===== src/rtl/clahe_hist_sdp_ctrl_pkg.sv =====
// Shared definitions for the CLAHE histogram controller: state encoding
// and default parameter values.
package clahe_hist_pkg;

    localparam int DEF_ADDR_WIDTH = 8;
    localparam int DEF_DATA_WIDTH = 16;
    localparam int DEF_RD_LAT     = 2;

    typedef enum logic [2:0] {
        ST_IDLE    = 3'd0,
        ST_CLEAR   = 3'd1,
        ST_ACCUM   = 3'd2,
        ST_DRAIN   = 3'd3,
        ST_READOUT = 3'd4
    } state_t;

endpackage


===== src/rtl/clahe_hist_sdp_ctrl_fwd.sv =====
// Write-history for read-after-write forwarding. It keeps the last DEPTH
// RAM writes and compares them, plus the write being issued right now,
// against the bin whose increment is being resolved. The newest match wins.
module clahe_hist_fwd
    import clahe_hist_pkg::*;
#(
    parameter int ADDR_WIDTH = DEF_ADDR_WIDTH,
    parameter int DATA_WIDTH = DEF_DATA_WIDTH,
    parameter int DEPTH      = DEF_RD_LAT
) (
    input  logic                  clk,
    input  logic                  rstn,
    input  logic                  wr_en,
    input  logic [ADDR_WIDTH-1:0] wr_addr,
    input  logic [DATA_WIDTH-1:0] wr_data,
    input  logic [ADDR_WIDTH-1:0] lookup_addr,
    output logic                  hit,
    output logic [DATA_WIDTH-1:0] hit_data
);

    logic [DEPTH-1:0]      hist_v_r;
    logic [ADDR_WIDTH-1:0] hist_addr_r [DEPTH];
    logic [DATA_WIDTH-1:0] hist_data_r [DEPTH];

    // Shift every issued write into the history; entry 0 is the most recent.
    always_ff @(posedge clk or negedge rstn) begin
        if (!rstn) begin
            hist_v_r <= '0;
            for (int k = 0; k < DEPTH; k++) begin
                hist_addr_r[k] <= '0;
                hist_data_r[k] <= '0;
            end
        end else begin
            hist_v_r[0]    <= wr_en;
            hist_addr_r[0] <= wr_addr;
            hist_data_r[0] <= wr_data;
            for (int k = 1; k < DEPTH; k++) begin
                hist_v_r[k]    <= hist_v_r[k-1];
                hist_addr_r[k] <= hist_addr_r[k-1];
                hist_data_r[k] <= hist_data_r[k-1];
            end
        end
    end

    // Scan oldest to newest so a younger match overrides an older one; the
    // write on the port this cycle is younger than anything in the history.
    always_comb begin
        hit      = 1'b0;
        hit_data = '0;
        for (int k = DEPTH - 1; k >= 0; k--) begin
            if (hist_v_r[k] && (hist_addr_r[k] == lookup_addr)) begin
                hit      = 1'b1;
                hit_data = hist_data_r[k];
            end else begin
                hit      = hit;
                hit_data = hit_data;
            end
        end
        if (wr_en && (wr_addr == lookup_addr)) begin
            hit      = 1'b1;
            hit_data = wr_data;
        end else begin
            hit      = hit;
            hit_data = hit_data;
        end
    end

endmodule


===== src/rtl/clahe_hist_sdp_ctrl.sv =====
// CLAHE histogram controller on a simple dual-port RAM: clears the bins,
// accumulates pixel counts with a read-modify-write pipeline, then reads
// every bin out in ascending order.
module clahe_hist_sdp_ctrl
    import clahe_hist_pkg::*;
#(
    parameter int ADDR_WIDTH = DEF_ADDR_WIDTH,
    parameter int DATA_WIDTH = DEF_DATA_WIDTH,
    parameter int RD_LAT     = DEF_RD_LAT
) (
    input  logic                  clk,
    input  logic                  rstn,
    input  logic                  start,
    input  logic                  pix_valid,
    input  logic [ADDR_WIDTH-1:0] pix_bin,
    output logic                  pix_ready,
    input  logic                  frame_done,
    output logic                  ram_we,
    output logic [ADDR_WIDTH-1:0] ram_waddr,
    output logic [DATA_WIDTH-1:0] ram_wdata,
    output logic                  ram_re,
    output logic [ADDR_WIDTH-1:0] ram_raddr,
    input  logic [DATA_WIDTH-1:0] ram_rdata,
    output logic                  out_valid,
    output logic [ADDR_WIDTH-1:0] out_addr,
    output logic [DATA_WIDTH-1:0] out_data,
    output logic                  busy
);

    localparam logic [ADDR_WIDTH-1:0] ADDR_MAX = {ADDR_WIDTH{1'b1}};
    localparam logic [ADDR_WIDTH-1:0] ADDR_ONE = {{(ADDR_WIDTH-1){1'b0}}, 1'b1};
    localparam logic [DATA_WIDTH-1:0] DATA_MAX = {DATA_WIDTH{1'b1}};
    localparam logic [DATA_WIDTH-1:0] DATA_ONE = {{(DATA_WIDTH-1){1'b0}}, 1'b1};

    // Saturating +1 so a full bin sticks at its maximum instead of wrapping.
    function automatic logic [DATA_WIDTH-1:0] sat_inc(input logic [DATA_WIDTH-1:0] v);
        if (v == DATA_MAX) begin
            sat_inc = DATA_MAX;
        end else begin
            sat_inc = v + DATA_ONE;
        end
    endfunction

    state_t                state_r;
    logic                  ro_re_r;
    logic [ADDR_WIDTH-1:0] ro_addr_r;
    logic [RD_LAT-1:0]     pipe_inc_r;
    logic [RD_LAT-1:0]     pipe_ro_r;
    logic [ADDR_WIDTH-1:0] pipe_addr_r [RD_LAT];

    logic                  accept_s;
    logic                  fwd_hit_s;
    logic [DATA_WIDTH-1:0] fwd_data_s;
    logic [DATA_WIDTH-1:0] cur_cnt_s;
    logic [DATA_WIDTH-1:0] next_cnt_s;
    logic [ADDR_WIDTH-1:0] wb_addr_s;

    // Reads go out in the same cycle a pixel is taken (or a readout bin is due),
    // and the pipeline tail lines up with ram_rdata RD_LAT cycles later.
    assign accept_s   = pix_valid & pix_ready;
    assign ram_re     = accept_s | ro_re_r;
    assign ram_raddr  = ro_re_r ? ro_addr_r : (accept_s ? pix_bin : '0);
    assign wb_addr_s  = pipe_addr_r[RD_LAT-1];
    assign cur_cnt_s  = fwd_hit_s ? fwd_data_s : ram_rdata;
    assign next_cnt_s = sat_inc(cur_cnt_s);
    assign out_valid  = pipe_ro_r[RD_LAT-1];
    assign out_addr   = pipe_addr_r[RD_LAT-1];
    assign out_data   = out_valid ? ram_rdata : '0;

    clahe_hist_fwd #(
        .ADDR_WIDTH (ADDR_WIDTH),
        .DATA_WIDTH (DATA_WIDTH),
        .DEPTH      (RD_LAT)
    ) u_fwd (
        .clk         (clk),
        .rstn        (rstn),
        .wr_en       (ram_we),
        .wr_addr     (ram_waddr),
        .wr_data     (ram_wdata),
        .lookup_addr (wb_addr_s),
        .hit         (fwd_hit_s),
        .hit_data    (fwd_data_s)
    );

    // Track each outstanding read (increment or readout) until its data returns.
    always_ff @(posedge clk or negedge rstn) begin
        if (!rstn) begin
            pipe_inc_r <= '0;
            pipe_ro_r  <= '0;
            for (int k = 0; k < RD_LAT; k++) begin
                pipe_addr_r[k] <= '0;
            end
        end else begin
            pipe_inc_r[0]  <= accept_s;
            pipe_ro_r[0]   <= ro_re_r;
            pipe_addr_r[0] <= ram_raddr;
            for (int k = 1; k < RD_LAT; k++) begin
                pipe_inc_r[k]  <= pipe_inc_r[k-1];
                pipe_ro_r[k]   <= pipe_ro_r[k-1];
                pipe_addr_r[k] <= pipe_addr_r[k-1];
            end
        end
    end

    // Control FSM with registered write port, readout sequencer and status.
    always_ff @(posedge clk or negedge rstn) begin
        if (!rstn) begin
            state_r   <= ST_IDLE;
            ram_we    <= 1'b0;
            ram_waddr <= '0;
            ram_wdata <= '0;
            ro_re_r   <= 1'b0;
            ro_addr_r <= '0;
            pix_ready <= 1'b0;
            busy      <= 1'b0;
        end else begin
            // Increment write-back; only ever active in ACCUM/DRAIN.
            if (pipe_inc_r[RD_LAT-1]) begin
                ram_we    <= 1'b1;
                ram_waddr <= wb_addr_s;
                ram_wdata <= next_cnt_s;
            end else begin
                ram_we    <= 1'b0;
            end
            case (state_r)
                ST_IDLE: begin
                    if (start) begin
                        state_r   <= ST_CLEAR;
                        busy      <= 1'b1;
                        ram_we    <= 1'b1;
                        ram_waddr <= '0;
                        ram_wdata <= '0;
                    end
                end
                ST_CLEAR: begin
                    if (ram_waddr == ADDR_MAX) begin
                        state_r   <= ST_ACCUM;
                        pix_ready <= 1'b1;
                    end else begin
                        ram_we    <= 1'b1;
                        ram_waddr <= ram_waddr + ADDR_ONE;
                    end
                end
                ST_ACCUM: begin
                    if (frame_done) begin
                        state_r   <= ST_DRAIN;
                        pix_ready <= 1'b0;
                    end
                end
                ST_DRAIN: begin
                    if ((pipe_inc_r == '0) && !ram_we) begin
                        state_r   <= ST_READOUT;
                        ro_re_r   <= 1'b1;
                        ro_addr_r <= '0;
                    end
                end
                ST_READOUT: begin
                    if (ro_re_r) begin
                        if (ro_addr_r == ADDR_MAX) begin
                            ro_re_r   <= 1'b0;
                        end else begin
                            ro_addr_r <= ro_addr_r + ADDR_ONE;
                        end
                    end
                    if (!ro_re_r && out_valid && (out_addr == ADDR_MAX)) begin
                        state_r   <= ST_IDLE;
                        busy      <= 1'b0;
                        ro_addr_r <= '0;
                    end
                end
                default: begin
                    state_r   <= ST_IDLE;
                    busy      <= 1'b0;
                    pix_ready <= 1'b0;
                    ro_re_r   <= 1'b0;
                end
            endcase
        end
    end

endmodule


===== config.mk =====
export PLATFORM = sky130hd
export DESIGN_NAME = clahe_hist_sdp_ctrl
export DESIGN_NICKNAME = d
export VERILOG_FILES = /design/src/rtl/clahe_hist_sdp_ctrl_pkg.sv /design/src/rtl/clahe_hist_sdp_ctrl_fwd.sv /design/src/rtl/clahe_hist_sdp_ctrl.sv
export SDC_FILE = /design/constraint.sdc
export NUM_CORES = 1
export LEC_CHECK = 0
export BUFFER_PORTS_ARGS = -buffer_cell sky130_fd_sc_hd__clkbuf_2
export CORE_MARGIN = 2
export CORE_UTILIZATION = 30
export CTS_CLUSTER_SIZE = 20
export DETAILED_ROUTE_END_ITERATION = 6
export PLACE_DENSITY_LB_ADDON = 0.25
export RECOVER_POWER = 50
export SLEW_MARGIN = 5
export SYNTH_ARGS = -nofsm -noshare
export SYNTH_HDL_FRONTEND = slang
export SYNTH_HIERARCHICAL = 1
export SYNTH_SLANG_ARGS = --single-unit

===== constraint.sdc =====
create_clock -name clk -period 4.4 [get_ports clk]
set_clock_uncertainty 0.2 [all_clocks]
set_input_delay 0.66 -clock clk [delete_from_list [all_inputs] [get_ports clk]]
set_output_delay 0.66 -clock clk [all_outputs]
set_load 0.02 [all_outputs]

-- After elaboration in Yosys (flattened, before gate mapping)
Index checks and enable logic that the tools add are counted.
W data, S select, Z words.
- bits in registers: 109
- output and inout bits: 61
- logic and storage cells: 105
- add/sub/neg operators: 3
- equal/unequal tests: 18
- mux-type cells: 43
- bitwise operators: 5
- reduce and logical (&&, ||, !) cells: 19
- operators by type and width (operator ; count):
    $mux W16 ; 9
    $mux W8 ; 9
    $pmux W8 S2 ; 2
    $eq A8 B8 Y1 ; 3
    $eq A8 B8 Y1 const B ; 3
    $add A16 B1 Y16 const B ; 1
    $add A8 B1 Y8 const B ; 2
    $eq A16 B16 Y1 const B ; 1
    $mux W3 ; 5
    $pmux W3 S5 ; 1
    $mux W1 ; 13
    $ne A2 B2 Y1 const B ; 5
    $pmux W1 S3 ; 3
    $reduce_or A3 Y1 ; 3
    $eq A3 B2 Y1 const B ; 2
    $logic_and A1 B1 Y1 ; 6
    $ne A3 B3 Y1 const B ; 2
    $reduce_and A3 Y1 ; 2
    $reduce_and A5 Y1 ; 1
    $reduce_and A4 Y1 ; 1
    $eq A3 B1 Y1 const B ; 1
    $eq A3 B3 Y1 const B ; 1
    $logic_not A3 Y1 ; 1
    $not A1 Y1 ; 3
    7 further kinds ; 8

-- Depth between registers and ports, before layout
- depth after elaboration: 11
- gate-level depth with buffers: 16
- depth with buffers taken out: 11

-- Modules after synthesis
The synthesis kept the hierarchy.
- by module, submodules not included (module ; times used ; cells an instance ; area an instance (sq um) ; sequential area each (sq um)):
    clahe_hist_sdp_ctrl ; 1 ; 360 ; 3419.5 ; 1476.4
    clahe_hist_fwd ; 1 ; 169 ; 2102.0 ; 1251.2

-- Worst setup path before layout
OpenSTA, ideal clock, no wires.
- path type: reg2reg
- from: reg ram_waddr[6]
- to: reg ram_wdata[6]
- library setup time: 0.126 ns
- arrival time: 3.442 ns
- setup slack: 0.632 ns
- stages on the path, launching flop included: 17
- path buffers: 5
- clock period less this slack: 3.768 ns
- path through: dfrtp_1 > xor2_1 > nor4_1 > nand4_1 > clkbuf_1 > nand2_1 > or2_2 > buf_4 > buf_2 > buf_2 > mux2_2 > ha_1 > o211a_1 > buf_2 > and3_1 > a211oi_1 > a21oi_1
- word-level cells in the longest chain between the ends: 9
- ends and longest elaborated chain (item ; RTL line ; source):
    from (decl) ; clahe_hist_sdp_ctrl.sv:19 ; output logic [ADDR_WIDTH-1:0] ram_waddr,
    from (signal assigned) ; clahe_hist_sdp_ctrl.sv:120 ; ram_waddr <= wb_addr_s;
    from (signal assigned) ; clahe_hist_sdp_ctrl.sv:141 ; ram_waddr <= ram_waddr + ADDR_ONE;
    $eq A8 B8 Y1 (*) ; clahe_hist_sdp_ctrl_fwd.sv:59 ; if (wr_en && (wr_addr == lookup_addr)) begin
    $logic_and A1 B1 Y1 (*) ; clahe_hist_sdp_ctrl_fwd.sv:59 ;
    $mux W1 (*) ; clahe_hist_sdp_ctrl_fwd.sv:59 ;
    net fwd_hit_s ; clahe_hist_sdp_ctrl.sv:52 ; logic fwd_hit_s;
    $mux W16 (*) ; clahe_hist_sdp_ctrl.sv:64 ; assign cur_cnt_s = fwd_hit_s ? fwd_data_s : ram_rdata;
    $add A16 B1 Y16 / $eq A16 B16 Y1 (equally long branches) ; clahe_hist_sdp_ctrl.sv:40, clahe_hist_sdp_ctrl.sv:37 ;
    $mux W16 (*) ; clahe_hist_sdp_ctrl.sv:37 ; if (v == DATA_MAX) begin
    $mux W16 (*) ; clahe_hist_sdp_ctrl.sv:118 ; if (pipe_inc_r[RD_LAT-1]) begin
    $mux W16 ; clahe_hist_sdp_ctrl.sv:127 ; if (start) begin
    $mux W16 (*) ; clahe_hist_sdp_ctrl.sv:125 ; case (state_r)
    to (signal assigned) ; clahe_hist_sdp_ctrl.sv:121 ; ram_wdata <= next_cnt_s;
    to (decl) ; clahe_hist_sdp_ctrl.sv:20 ; output logic [DATA_WIDTH-1:0] ram_wdata,
The timed path passes the listed nets; every way through them passes the cells marked *.
A chain may end at the register's enable or synchronous reset.

-- Worst setup path after layout
- from: reg pipe_addr_r, in the netlist out_addr[7]
- to: reg ram_wdata[10]
- word-level cells in the longest chain between the ends: 11
- ends and longest elaborated chain (item ; RTL line ; source):
    from (decl) ; clahe_hist_sdp_ctrl.sv:49 ; logic [ADDR_WIDTH-1:0] pipe_addr_r [RD_LAT];
    from (signal, indexed assignment) ; clahe_hist_sdp_ctrl.sv:100 ; pipe_addr_r[k] <= pipe_addr_r[k-1];
    $eq A8 B8 Y1 ; clahe_hist_sdp_ctrl_fwd.sv:51 ; if (hist_v_r[k] && (hist_addr_r[k] == lookup_addr)) begin
    $logic_and A1 B1 Y1 ; clahe_hist_sdp_ctrl_fwd.sv:51 ;
    $mux W16 (2 in a row) ; clahe_hist_sdp_ctrl_fwd.sv:51 ;
    $mux W16 (*) ; clahe_hist_sdp_ctrl_fwd.sv:59 ;
    net fwd_data_s[0] ; clahe_hist_sdp_ctrl.sv:53 ; logic [DATA_WIDTH-1:0] fwd_data_s;
    $mux W16 (*) ; clahe_hist_sdp_ctrl.sv:64 ;
    $add A16 B1 Y16 / $eq A16 B16 Y1 (equally long branches) ; clahe_hist_sdp_ctrl.sv:40, clahe_hist_sdp_ctrl.sv:37 ;
    $mux W16 (*) ; clahe_hist_sdp_ctrl.sv:37 ;
    $mux W16 (*) ; clahe_hist_sdp_ctrl.sv:118 ;
    $mux W16 ; clahe_hist_sdp_ctrl.sv:127 ;
    $mux W16 (*) ; clahe_hist_sdp_ctrl.sv:125 ;
Marks and branches as above.

==> reports/qor.txt <==
Status: complete, but fails checks
Failing checks: max-capacitance violations, max-slew violations
Synthesized net count: 561
Worst path arrival time: 3.91 ns
Worst-Skew Late Latency: 0.36 ns
Mux share of post-synthesis cell area: 0.0360
Crit start category: register
DP HPWL: 10,800 um
Clk sink count: 109
Area Overhead vs Synth: 15.9%
F_max: 0.256 GHz
Worst EP required: 4.41 ns
CP endpoint kind: register
Simple-Gate Fraction of Synth Area: 0.198
Most frequent cells in the layout: 109 x dfrtp_1, 89 x clkbuf_2, 49 x o21ai_0, 42 x nand2_1, 37 x nand3_1
Critical path peak fanout: 16
Complex-gate fraction of the synthesized area: 0.163
Synth Area in Adders: 0.00680
CTS root buffer: clkbuf_16
First-pass GRT wire length: 23,700 um
Ys flop type: dfrtp_1
WL per Instance: 18.2 um
Setup violators final: 0
Post-synth top area cell: dfrtp_1
Antenna cells: 0
Vias: 4,346
Tmin final: 3.90 ns
Sequential Area: 2730 um^2
Largest family of logic cells by synthesized area: simple AND/OR/NAND/NOR gates
Worst Tran Pin Value: 1.87 ns
Hold WC Path Type: reg2reg
Final Hold Viols: 0
Max-cap viol count: 1
Drt first pass iters: 4
I/O pin count: 90
Final TNS setup: 0 ns
DR vias/cell: 5.21
CTS tree: done
Layout cells sized above 1: 0.235
Starting density of the core: 0.306
Post-Synthesis Cell Area: 5520 um^2
Top cell type's share of synthesized area: 0.494
Post-DP Area: 6090 um^2
Core ar.: 18,000 um^2
Iteration-0 DRC Markers: 368
Hold_buf cts: 0
Number of global-route vias before repair: 4,224
Crit path kind: reg2reg
Fillers: 1,854
Final Total Pwr: 5.26 mW
Number of setup buffers added after CTS: 0
Final Cell Area: 6400 um^2
EDFF count, synth: 0
PostCTS Resize Cnt: 0
Mapped Cells: 529
Slew margin rel.: -0.248
CTS buffer count: 9
Global placer's final weighted congestion: 0.878
Pwr Density: 823 nW/um^2
Cell variety after synth: 79
#FFs+latches synth: 109
Nets@finish: 632
Peak VDD IR: 0.000259 V
Synth Warn #: 6
H-tree levels: 3
RSZ-0062 raised after global routing: false
Synth top area cells: dfrtp_1 49%, o21ai_0 4.4%, xor2_1 4.0%
Period Utilization, post-route: 0.886
Initial antenna violation count: 0
Row count: 49
Global Route Usage Sum: 0.154
LEAKAGE: 2.98 nW
Ys async rst share: 1.00
Chip height: 140 um
Multi-input logic area: 2540 um^2
Commonest non-fill, non-tap cell in the layout: dfrtp_1
IO Port Bufs: 89
Seq/Total Area, Yosys: 0.494
Final Max Slew Viols: 75
Largest net degree at the start of global routing: 75
Max clock buf depth: 2
Die X: 140 um
DRC: 0
DIE AREA: 19,500 um^2
Drt total wl: 15,200 um
Avg Cell Area, Syn: 10.4 um^2
Post-DRT Antenna Nets: 0
Grt total ovfl: 0
Reg clk slew, reported paths: 0.08 ns
Xor/xnor share of the synthesized area: 0.0567
power by group:
part           switching (mW)  internal, mW
sequential              0.469          1.38
combinational            1.56         0.991
clock                   0.410         0.458
logic make-up after synthesis:
| kind of cell | count (synthesis) |
|---|---|
| AO/OA/AOI/OAI | 131 |
| XOR/XNOR | 34 |
| adder cells (fa/ha/maj) | 3 |
| buffers and inverters | 44 |
| flip-flops | 109 |
| multiplexers | 19 |
| AND/OR/NAND/NOR | 189 |
layer usage:
metal / global-route usage / share of wire / vias to the layer above
li1: - / - / 2054
met2: 0.240 / 0.47 / 99
met5: 0 / 0 / -
met4: 0.0532 / 0.013 / 0
met1: 0.218 / 0.48 / 2179
met3: 0.0279 / 0.036 / 14
Yosys cell counts (12+ instances only):
library cell,number
dfrtp_1,109
o21ai_0,49
nand2_1,42
nand3_1,37
xor2_1,25
and2_1,20
a21oi_1,17
o22a_1,17
clkbuf_1,14
nor2_1,14
mux2i_1,12
nor3_1,12
nor3b_1,12
final timing paths:
check,startpoint,to,slack (ns),depth (start not counted)
min in group asynchronous,rstn,u_fwd/hist_data_r[30],0.59,1
max reg2reg,out_addr[7],ram_wdata[10],0.50,12
min reg2reg,pipe_addr_r[14],out_addr[6],0.15,0
min,pipe_addr_r[14],out_addr[6],0.15,0
max in group asynchronous,rstn,u_fwd/hist_v_r[0],2.25,2
max,out_addr[7],ram_wdata[10],0.50,12
critical path, stage by stage (launching register included):
cell	delay, ns
dfrtp_1	0.51
xor2_1	0.23
nor4_2	0.43
and4_1	0.28
buf_4	0.22
nor3b_1	0.08
o22a_1	0.20
mux2_2	0.28
ha_1	0.23
o211a_1	0.26
nand4b_1	0.20
o21a_1	0.45
a31oi_1	0.14
through the flow:
step | hold slack [ns] | utilization | instances | setup WS (ns)
floorplan | 0.131 | - | 529 | 0.632
global placement | 0.134 | 0.338 | 818 | 0.599
detailed placement | 0.136 | 0.338 | 818 | 0.546
CTS | 0.155 | 0.355 | 834 | 0.516
global route | 0.157 | 0.355 | 834 | 0.295
finish | 0.154 | 0.355 | 834 | 0.501
sequential cells by signal (all words and copies together) (netlist names), 2 cells and up:
register / count
out_addr: 8
pipe_ro_r: 2
u_fwd/hist_data_r: 32
u_fwd/hist_v_r: 2
ram_wdata: 16
pipe_inc_r: 2
u_fwd/hist_addr_r: 16
state_r: 3
pipe_addr_r: 8
ro_addr_r: 8
ram_waddr: 8
final cells by class:
cell class,count,area share
repair buffers,96,0.0772
well taps,229,0.0448
flip-flops and latches,109,0.426
clock inverters,7,0.0143
clock buffers,9,0.0352
multi-input cells,376,0.397
inverters,8,0.00489
(Power assumes the default switching activity.)
